`src/rtl/usb_pkg.sv`:
```
// Shared USB line-level constants, packet length defaults and TX state encoding.
package usb_pkg;

  localparam int unsigned CNT_W = 7;

  localparam int unsigned DATA_BITS_DEF   = 88;
  localparam int unsigned HSHAKE_BITS_DEF = 8;

  // Line symbols as {dp, dm}
  localparam logic [1:0] SYM_J = 2'b10;
  localparam logic [1:0] SYM_K = 2'b01;
  localparam logic [1:0] SYM_X = 2'b00;

  typedef enum logic [2:0] {
    ST_IDLE = 3'd0,
    ST_SYNC = 3'd1,
    ST_DATA = 3'd2,
    ST_EOP1 = 3'd3,
    ST_EOP2 = 3'd4,
    ST_EOPJ = 3'd5
  } tx_state_e;

  // SYNC pattern K,J,K,J,K,J,K,K: J on odd positions except the final slot
  function automatic logic [1:0] sync_sym(input logic [2:0] idx);
    return (idx[0] && (idx != 3'd7)) ? SYM_J : SYM_K;
  endfunction

endpackage

```
`src/rtl/tx_dpdm_cnt.sv`:
```
// Generic 7-bit up counter with synchronous clear (clear wins over increment).
module tx_dpdm_cnt
  import usb_pkg::*;
(
  input  logic             clk,
  input  logic             rst,
  input  logic             clr,
  input  logic             inc,
  output logic [CNT_W-1:0] cnt_q
);

  logic [CNT_W-1:0] cnt_d;

  // Next count
  always_comb begin
    cnt_d = cnt_q;
    if (clr) begin
      cnt_d = '0;
    end else if (inc) begin
      cnt_d = cnt_q + CNT_W'(1);
    end
  end

  // Count register
  always_ff @(posedge clk) begin
    if (rst) begin
      cnt_q <= '0;
    end else begin
      cnt_q <= cnt_d;
    end
  end

endmodule

```
`src/rtl/tx_dpdm.sv`:
```
// USB packet line driver: SYNC, NRZI payload from tx_nrzi, then SE0,SE0,J EOP.
module tx_dpdm
  import usb_pkg::*;
#(
  parameter int unsigned DATA_BITS   = DATA_BITS_DEF,
  parameter int unsigned HSHAKE_BITS = HSHAKE_BITS_DEF
) (
  input  logic       clk,
  input  logic       rst,
  input  logic       send_data,
  input  logic       send_hshake,
  input  logic       abort,
  input  logic       s_in,
  output logic       start_tx_nrzi,
  output logic       bit_take,
  output logic       end_tx_nrzi,
  output logic [1:0] bus_out,
  output logic       bus_en,
  output logic       busy,
  output logic       done
);

  localparam logic [CNT_W-1:0] DATA_LEN   = CNT_W'(DATA_BITS);
  localparam logic [CNT_W-1:0] HSHAKE_LEN = CNT_W'(HSHAKE_BITS);
  localparam logic [CNT_W-1:0] SYNC_LAST  = CNT_W'(7);

  tx_state_e        state_q, state_d;
  logic [CNT_W-1:0] len_q, len_d;
  logic [CNT_W-1:0] cnt_q;
  logic [CNT_W-1:0] len_last;
  logic             cnt_clr, cnt_inc;

  assign len_last = len_q - CNT_W'(1);

  // Shared bit/symbol counter
  tx_dpdm_cnt u_cnt (
    .clk   (clk),
    .rst   (rst),
    .clr   (cnt_clr),
    .inc   (cnt_inc),
    .cnt_q (cnt_q)
  );

  // Next state, length latch and Moore outputs; abort overrides everything
  always_comb begin
    state_d       = state_q;
    len_d         = len_q;
    cnt_clr       = 1'b0;
    cnt_inc       = 1'b0;
    start_tx_nrzi = 1'b0;
    bit_take      = 1'b0;
    end_tx_nrzi   = 1'b0;
    bus_out       = SYM_X;
    bus_en        = 1'b0;
    busy          = 1'b0;
    done          = 1'b0;

    case (state_q)
      ST_IDLE: begin
        if (send_hshake) begin
          len_d   = HSHAKE_LEN;
          cnt_clr = 1'b1;
          state_d = ST_SYNC;
        end else if (send_data) begin
          len_d   = DATA_LEN;
          cnt_clr = 1'b1;
          state_d = ST_SYNC;
        end
      end
      ST_SYNC: begin
        bus_en  = 1'b1;
        busy    = 1'b1;
        bus_out = sync_sym(cnt_q[2:0]);
        cnt_inc = 1'b1;
        if (cnt_q == SYNC_LAST) begin
          start_tx_nrzi = 1'b1;
          cnt_clr       = 1'b1;
          state_d       = ST_DATA;
        end
      end
      ST_DATA: begin
        bus_en   = 1'b1;
        busy     = 1'b1;
        bit_take = 1'b1;
        bus_out  = s_in ? SYM_J : SYM_K;
        cnt_inc  = 1'b1;
        if (cnt_q == len_last) begin
          end_tx_nrzi = 1'b1;
          cnt_clr     = 1'b1;
          state_d     = ST_EOP1;
        end
      end
      ST_EOP1: begin
        bus_en  = 1'b1;
        busy    = 1'b1;
        state_d = ST_EOP2;
      end
      ST_EOP2: begin
        bus_en  = 1'b1;
        busy    = 1'b1;
        state_d = ST_EOPJ;
      end
      ST_EOPJ: begin
        bus_en  = 1'b1;
        busy    = 1'b1;
        bus_out = SYM_J;
        done    = 1'b1;
        state_d = ST_IDLE;
      end
      default: begin
        cnt_clr = 1'b1;
        state_d = ST_IDLE;
      end
    endcase

    if (abort) begin
      state_d     = ST_IDLE;
      len_d       = len_q;
      cnt_clr     = 1'b1;
      cnt_inc     = 1'b0;
      done        = 1'b0;
      end_tx_nrzi = 1'b0;
    end
  end

  // State and latched length registers
  always_ff @(posedge clk) begin
    if (rst) begin
      state_q <= ST_IDLE;
      len_q   <= DATA_LEN;
    end else begin
      state_q <= state_d;
      len_q   <= len_d;
    end
  end

endmodule

```
`config.mk`:
```
export PLATFORM = sky130hd
export DESIGN_NAME = tx_dpdm
export DESIGN_NICKNAME = d
export VERILOG_FILES = /design/src/rtl/usb_pkg.sv /design/src/rtl/tx_dpdm_cnt.sv /design/src/rtl/tx_dpdm.sv
export SDC_FILE = /design/constraint.sdc
export NUM_CORES = 1
export LEC_CHECK = 0
export BUFFER_PORTS_ARGS = -buffer_cell sky130_fd_sc_hd__clkbuf_2
export CORE_MARGIN = 5
export CORE_UTILIZATION = 45
export DETAILED_ROUTE_END_ITERATION = 16
export PLACE_DENSITY = 0.67
export SETUP_SLACK_MARGIN = 0.3
export SYNTH_ARGS = -nofsm -noshare
export SYNTH_HDL_FRONTEND = slang
export SYNTH_SLANG_ARGS = --single-unit
export TNS_END_PERCENT = 20
```
`constraint.sdc`:
```
create_clock -name clk -period 4.1 [get_ports clk]
set_input_delay 0.82 -clock clk [delete_from_list [all_inputs] [get_ports clk]]
set_output_delay 0.82 -clock clk [all_outputs]
set_load 0.005 [all_outputs]
```
Word level (Yosys, flattened, before mapping)
Cells that the tools add are included.
{ "totals": {"reg_bits": 17, "inputBits": 6, "word_cells": 52, "output_inout_bits": 8} }
{ "classes": {"muxes": 25, "n_addsub": 2, "n_eq_ne": 11, "bitwise": 1, "n_reduce_logical": 10} }
{ "ops": {"columns": ["op", "count"], "rows": [
  ["3-bit case mux with 5 select lines", 1],
  ["1-bit 2-to-1 mux", 14],
  ["7-bit 2-to-1 mux", 2],
  ["3-bit 2-to-1 mux", 4],
  ["7-bit by 1-bit adder with 7-bit output (second input constant)", 1],
  ["7-bit by 3-bit == test with 1-bit output (second input constant)", 1],
  ["7-bit == test", 1],
  ["7-bit by 1-bit subtractor with 7-bit output (second input constant)", 1],
  ["3-bit by 2-bit == test with 1-bit output (second input constant)", 2],
  ["3-bit == test (second input constant)", 2],
  ["3-bit != test (second input constant)", 2],
  ["2-bit case mux with 3 select lines", 1],
  ["3-bit AND reduction", 2],
  ["2-bit OR reduction", 3],
  ["5-bit OR reduction", 1],
  ["2-bit 2-to-1 mux", 2],
  ["2-bit != test (second input constant)", 2],
  ["1-bit case mux with 4 select lines", 1],
  ["3-bit by 1-bit == test with 1-bit output (second input constant)", 1],
  ["3-bit zero test", 1],
  ["3-bit OR reduction", 1],
  ["2-bit nonzero test", 1],
  ["1-bit logical AND", 1],
  ["1-bit inverter", 1]
]} }

Depth between registers and ports, before layout
Gate-level depths: netlist (run 1).
{ "logic_depth": {"depth_word": 6, "mapped_depth": 5, "mapped_depth_nobuf": 5} }

Modules after synthesis
From an unflattened synthesis (run 1), not the netlist that was laid out.
{ "hier_totals": {"hier_cells": 84, "area_unflattened_um2": 646.9} }
{ "modules_own_cells": {"columns": ["module", "cells_per_inst", "area_per_inst_um2", "n_inst", "seq_area_each_um2"], "rows": [
  ["tx_dpdm", 53, 364.1, 1, 80.1],
  ["tx_dpdm_cnt", 31, 282.8, 1, 140.1]
]} }

Least setup slack after synthesis (run 1)
Ideal clock, no wire load.
{ "synth_timing": {"kind": "input-to-output", "startpoint": "input abort", "endpoint": "output end_tx_nrzi", "path_buffers": 1, "path_stages": 2, "t_required_ns": 3.280, "path_slack_ns": 1.978, "arrival_ns": 1.302, "cell_sequence": "buf_2 nor4_1"} }
{ "synth_via": {"elab_chain_len": 1} }
{ "synth_lines": {"columns": ["element", "line", "text"], "rows": [
  ["start: declaration", "tx_dpdm.sv:12", "input logic abort,"],
  ["1-bit 2-to-1 mux", "tx_dpdm.sv:116", "if (abort) begin"],
  ["end: declaration", "tx_dpdm.sv:16", "output logic end_tx_nrzi,"]
]} }
Every way passes these cells.

Worst setup path after layout (run 1)
{ "layout_timing": {"startpoint": "register u_cnt.cnt_q[0]", "endpoint": "output end_tx_nrzi"} }
{ "layout_via": {"elab_chain_len": 4} }
{ "layout_lines": {"columns": ["element", "line", "text"], "rows": [
  ["start: declaration", "tx_dpdm_cnt.sv:9", "output logic [CNT_W-1:0] cnt_q"],
  ["start signal: assignment", "tx_dpdm_cnt.sv:29", "cnt_q <= cnt_d;"],
  ["7-bit == test", "tx_dpdm.sv:87", "if (cnt_q == len_last) begin"],
  ["1-bit 2-to-1 mux", "tx_dpdm.sv:87", null],
  ["1-bit 2-to-1 mux", "tx_dpdm.sv:58", "case (state_q)"],
  ["1-bit 2-to-1 mux", "tx_dpdm.sv:116", null]
]} }
Every way passes these cells.

==> impl_metrics.py, run 1 <==
metrics = {
    "logic_synthesis": {
        "synth.area.top_cells": "dfxtp_1, nor2_1, a21oi_1, a2111oi_2, nand2b_4",
        "syn-num-nets": 95,
        "ys_async_sr_fraction_pct": 0,
        "synth_area_um2": 747,
        "seq_area_frac_synth_pct": 29.5,
        "yosysWarnings": 0,
        "ys_ff_latch": 11,
        "synth_ff_type": "dfxtp_1",
        "synth-edff-count": 0,
        "synth_area_leader_cell": "dfxtp_1",
        "syn_inst": 87,
        "ys_types": 39,
        "syn_area_per_cell_um2": 8.59,
        "synth.top_cell.area_share_pct": 29.5,
    },
    "floorplanning": {
        "die-width_um": 50.7,
        "ios": 14,
        "start_util_pct": 48.5,
        "dieArea_um2": 2570,
        "row_count": 14,
        "die_h_um": 50.7,
        "core_um2": 1540,
    },
    "job": {
        "maxCapViolations": 0,
    },
    "clocking": {
        "numCtsBuffers": 3,
        "clockRootBuffer": "clkbuf_4",
        "cts_tree": "built",
        "cts_buffer_depth": 2,
        "cts_resized": 0,
        "clkSinkCount": 11,
        "ctsHoldBuffers": 0,
        "cts_setup_buffers": 0,
        "clk_pin_slew_worst_paths_ns": 0.06,
        "htreeDepth": 1,
        "clk_latency_ns": 0.27,
    },
    "worst_setup_path": {
        "worst-path-stages": 5,
        "endpoint_kind": "output port",
        "path_delay_family": "simple AND/OR/NAND/NOR gates",
        "critPathRequiredTime_ns": 3.28,
        "cp-start-kind": "register",
        "worstPathMaxFanout": 5,
        "criticalPathCategory": "register to output port",
        "cp_cell_sequence": "ha_1 > and4bb_2 > o21ai_1 > nor4_1 > clkbuf_2",
        "worst-path-buf-inv": 1,
        "arrival_ns": 1.61,
        "r2r_cells": 4,
        "slowest_delay_ns": 0.41,
        "slowest_stage": "dfxtp_1",
    },
    "cells_and_area": {
        "nNetsFinal": 108,
        "instances_no_fill": 115,
        "area_growth_syn_to_layout_pct": 10.6,
        "postLayoutCoreUtil_pct": 53.6,
        "antenna_cells": 0,
        "drive_above_1_share_pct": 28.3,
    },
    "power_and_ir_drop": {
        "finalPower_mw": 0.206,
        "ir_drop_uv": 152,
        "power_density_nw_per_um2": 250,
        "leakagePower_nw": 0.315,
    },
    "global_route": {
        "grt_max_degree": 17,
        "grt_pass1_vias": 581,
        "grt_usage_pct": 13.2,
        "grt_pass1_wl_um": 2610,
        "grt.overflow.total": 0,
        "antenna_found_initial": 0,
    },
    "min_path": {
        "min-delay-path-class": "register to register",
        "hold_depth": 2,
    },
    "timing": {
        "hold_slack_ns": 0.506,
        "max_freq_ghz": 0.412,
        "fin_setup_tns_ns": 0,
        "skew_ns": 0.00378,
        "tightest_slew_ns": 0.601,
        "setup_violations": 0,
        "finalHoldViolations": 0,
        "drv_slew": 0,
        "fin_crit_sh_pct": 59.2,
        "fin_crit_ns": 2.43,
        "slew_headroom_pct": 59.9,
        "grt_setup_unrepaired": "no",
    },
    "routing": {
        "dr.first_iter.drc_count": 15,
        "wl_um": 1500,
        "firstDrtPassIters": 5,
        "wire_per_inst_um": 13.0,
        "antenna_left": 0,
        "vias": 666,
        "via_per_inst": 5.79,
        "drcViolationCount": 0,
    },
    "placed_design": {
        "place_inst": 111,
        "io_buffers": 13,
        "place_congestion": 0.699,
        "dp.final_hpwl_um": 1160,
    },
    "status": {
        "run_status": "complete, no violations",
    },
}
-- worst min-delay path: cells and delay by family, from the launching register on --
family | cells | cell delay [ns]
flip-flops | 1 | 0.33
AO/OA/AOI/OAI | 2 | 0.13
-- cell type report --
| type | instances | area, µm² |
|---|---|---|
| tap | 16 | 20.0 |
| clock buffer | 4 | 26.3 |
| fill | 162 | 716 |
| timing repair buffer | 13 | 65.1 |
| inverter | 1 | 3.75 |
| sequential | 11 | 220 |
| multi-input combinational | 70 | 490 |
-- power by group --
part	internal, mW	leakage [nW]	total (mW)	switching [mW]
Sequential	0.108	0.0890	0.111	0.00254
Clock	0.0377	0.0150	0.0736	0.0359
Combinational	0.00960	0.211	0.0218	0.0122
Total	0.155	0.315	0.206	0.0506
-- registers in the layout, summed over array words and instances, names as in the netlist --
register and flops:
len_q 1, state_q 3, u_cnt.cnt_q 7
-- layer usage --
metal,global-route usage [%],part of all wire [%],wire length (µm),vias to the layer above
li1,-,-,-,344
met3,2.66,7.7,115,2
met4,7.66,0.67,10,0
met2,17.6,45,677,20
met5,0,0,0,-
met1,19.1,46,692,300
-- cell families after synthesis --
| kind of cell | after synthesis | synth area share [%] |
|---|---|---|
| DFF | 11 | 29.5 |
| muxes | 2 | 2.68 |
| adders and majority gates | 2 | 3.35 |
| buffers and inverters | 6 | 4.86 |
| and+or+nand+nor | 39 | 31.7 |
| AOI/OAI and AO/OA | 24 | 24.5 |
| xor gates and xnor gates | 3 | 3.52 |
-- worst paths after layout --
| path | start | to | slack, ns |
|---|---|---|---|
| worst max-delay path | u_cnt.cnt_q[0] | end_tx_nrzi | 1.67 |
| worst min-delay path | u_cnt.cnt_q[5] | u_cnt.cnt_q[5] | 0.51 |
| worst max register to register | state_q[0] | u_cnt.cnt_q[6] | 2.40 |
| worst min register to register | u_cnt.cnt_q[5] | u_cnt.cnt_q[5] | 0.51 |
-- cell usage after synthesis (3+ instances only) --
master   count
a21oi_1      8
dfxtp_1     11
nand2_1      3
nor2_1      12
nor3_1       5
nor4_1       4
-- per-stage QoR --
step                      area (µm²)  setup slack [ns]
after CTS                        826              1.64
after detailed placement         800              1.82
final                            826              1.67
after global placement           800              1.85
after global routing             826              1.48
after floorplan                  747              1.98
-- cell usage in the layout (no fill, tap or decap), drive strengths merged, types with 3 or more instances in the layout --
master	netlist	routed
o21ai	3	3
nor2	13	13
dfxtp	11	11
clkbuf	1	17
nand2	3	3
nor3	5	5
a21oi	9	9
nor4	4	4
nand2b	3	3
(Power assumes the default switching activity.)
==> inputs of run 2 (changes only) <==
- PLACE_DENSITY: 0.67 -> 0.69
- clock period: 4.1 -> 2.1 ns (I/O delays scaled with it)
==> run 2 against run 1 <==
  * Die area did not move
  * Clock power rose by 94%
  * Global-route usage fell by 0.73 points
  * Sequential share of layout area fell by 1.2 points
  * Non-clock buffer count rose by 4
  * Clock skew rose by 0.0011 ns
  * Sequential power rose by 94%
  * Final cell count rose by 3.5%
  * Worst setup slack got worse by 1.4 ns
  * Core utilization rose by 4.8 points
  * Via count rose by 4.8%
  * Critical path type unchanged
  * Highest routed layer unchanged
==> impl_metrics.py, run 2 (synthesis results as in run 1) <==
metrics = {
    "status": {
        "run_status": "complete, no violations",
    },
    "timing": {
        "fin_crit_sh_pct": 87.7,
        "skew_ns": 0.00490,
        "max_freq_ghz": 0.543,
        "hold_slack_ns": 0.402,
        "drv_slew": 0,
        "finalHoldViolations": 0,
        "setup_violations": 0,
        "slew_headroom_pct": 75.0,
        "grt_setup_unrepaired": "yes",
        "fin_crit_ns": 1.84,
        "tightest_slew_ns": 0.374,
        "fin_setup_tns_ns": 0,
    },
    "power_and_ir_drop": {
        "pwr-share-seq_pct": 53.4,
        "leakagePower_nw": 0.339,
        "ir_drop_uv": 355,
        "p_sw_share_pct": 24.8,
        "intPower_mw": 0.303,
        "power_density_nw_per_um2": 448,
        "power_frac_clock_pct": 35.5,
        "pwr-share-comb_pct": 11.0,
        "power_switching_mw": 0.100,
    },
    "cells_and_area": {
        "regMostFlops": "u_cnt.cnt_q",
        "antenna_cells": 0,
        "layout_common_cells": "nor2_1, clkbuf_2, a21oi_1",
        "largestRegisters": "u_cnt.cnt_q: 7 flops, state_q: 3 flops, len_q: 1 flops",
        "drive_above_1_share_pct": 40.8,
        "largest_register_ffs": 7,
        "nNetsFinal": 112,
        "area_growth_syn_to_layout_pct": 20.4,
        "nFillCells": 144,
    },
    "worst_setup_path": {
        "critPathRequiredTime_ns": 1.68,
        "path_delay_family": "simple AND/OR/NAND/NOR gates",
        "criticalPathCategory": "register to output port",
        "cp-start-kind": "register",
        "r2r_cells": 7,
        "worstPathMaxFanout": 4,
        "worst-path-buf-inv": 1,
        "cp_cell_sequence": "ha_4 > and4bb_2 > nand2_1 > nor3_2 > clkbuf_2",
        "slowest_delay_ns": 0.36,
        "endpoint_kind": "output port",
        "slowest_stage": "dfxtp_4",
        "worst-r2r-setup-slack_ns": 0.51,
        "r2r_end": "u_cnt.cnt_q[5]",
        "arrival_ns": 1.42,
        "r2r-start": "u_cnt.cnt_q[0]",
    },
    "routing": {
        "vias": 698,
        "antenna_left": 0,
        "drcViolationCount": 0,
        "via_per_inst": 5.87,
        "firstDrtPassIters": 4,
        "wl_um": 1710,
        "wire_per_inst_um": 14.4,
        "dr.first_iter.drc_count": 18,
    },
    "placed_design": {
        "io_buffers": 13,
        "dp.final_hpwl_um": 1150,
        "place_congestion": 0.715,
    },
    "global_route": {
        "antenna_found_initial": 0,
        "grt_pass1_vias": 603,
        "grt.overflow.total": 0,
        "grt_usage_pct": 12.4,
        "grt_max_degree": 17,
        "grt_pass1_wl_um": 2600,
    },
    "floorplanning": {
        "die_h_um": 50.7,
        "dieArea_um2": 2570,
        "core_um2": 1540,
        "ios": 14,
        "die-width_um": 50.7,
        "start_util_pct": 48.5,
        "row_count": 14,
    },
    "clocking": {
        "clockRootBuffer": "clkbuf_4",
        "htreeDepth": 1,
        "clk_latency_ns": 0.26,
        "numCtsBuffers": 3,
        "clk_pin_slew_worst_paths_ns": 0.07,
        "clkSinkCount": 11,
        "cts_buffer_depth": 2,
        "cts_tree": "built",
    },
    "min_path": {
        "min_to": "state_q[2]",
        "hold_depth": 2,
        "hp-start": "rst",
        "min-delay-path-class": "input pin to register",
    },
    "job": {
        "maxCapViolations": 0,
    },
}
-- run 2: worst max-delay path by stage --
stage,from,end,cells after the start
floorplan,state_q[2],busy,4
CTS,u_cnt.cnt_q[0],end_tx_nrzi,5
global placement,u_cnt.cnt_q[0],end_tx_nrzi,5
detailed placement,u_cnt.cnt_q[0],end_tx_nrzi,5
global route,u_cnt.cnt_q[0],end_tx_nrzi,5
finish,u_cnt.cnt_q[0],start_tx_nrzi,5
-- run 2: repair_timing --
item | in CTS | in global routing
resized for setup | 7 | 6
setup endpoints to repair | 7 | 4
setup buffers | 3 | 1
pin swaps | 1 | 3
hold buffers | 0 | 0
-- run 2: power groups by stage --
stage / combinational [mW] / clock [mW] / sequential (mW)
detailed placement: 0.0428 / 0 / 0.221
CTS: 0.0436 / 0.149 / 0.215
global route: 0.0485 / 0.162 / 0.216
floorplan: 0.0339 / 0 / 0.217
finish: 0.0444 / 0.143 / 0.215
global placement: 0.0423 / 0 / 0.221
-- run 2: through the flow --
stage	area [µm²]	total power, mW	util (%)	setup slack [ns]	std cells
final	900	0.403	58.4	0.258	119
after global routing	900	0.427	58.4	0.189	119
after CTS	871	0.407	56.5	0.193	118
after detailed placement	800	0.264	51.9	0.348	111
after global placement	800	0.263	51.9	0.420	111
after floorplan	747	0.251	-	0.529	87
-- run 2: metal layers --
metal / wire length (µm) / part of all wire (%) / global-route usage, %
met5: 0 / 0 / 0
met2: 815 / 48 / 20.0
met1: 797 / 47 / 17.0
met3: 89 / 5.2 / 1.78
met4: 10 / 0.58 / 3.83
-- run 2: area by class of cell --
| type | instances | area (µm²) | area share, % |
|---|---|---|---|
| Clock buffer | 4 | 26.3 | 2.92 |
| Timing Repair Buffer | 17 | 95.1 | 10.6 |
| Tap cell | 16 | 20.0 | 2.23 |
| Multi-Input combinational cell | 70 | 526 | 58.4 |
| Inverter | 1 | 3.75 | 0.417 |
| Sequential cell | 11 | 229 | 25.5 |
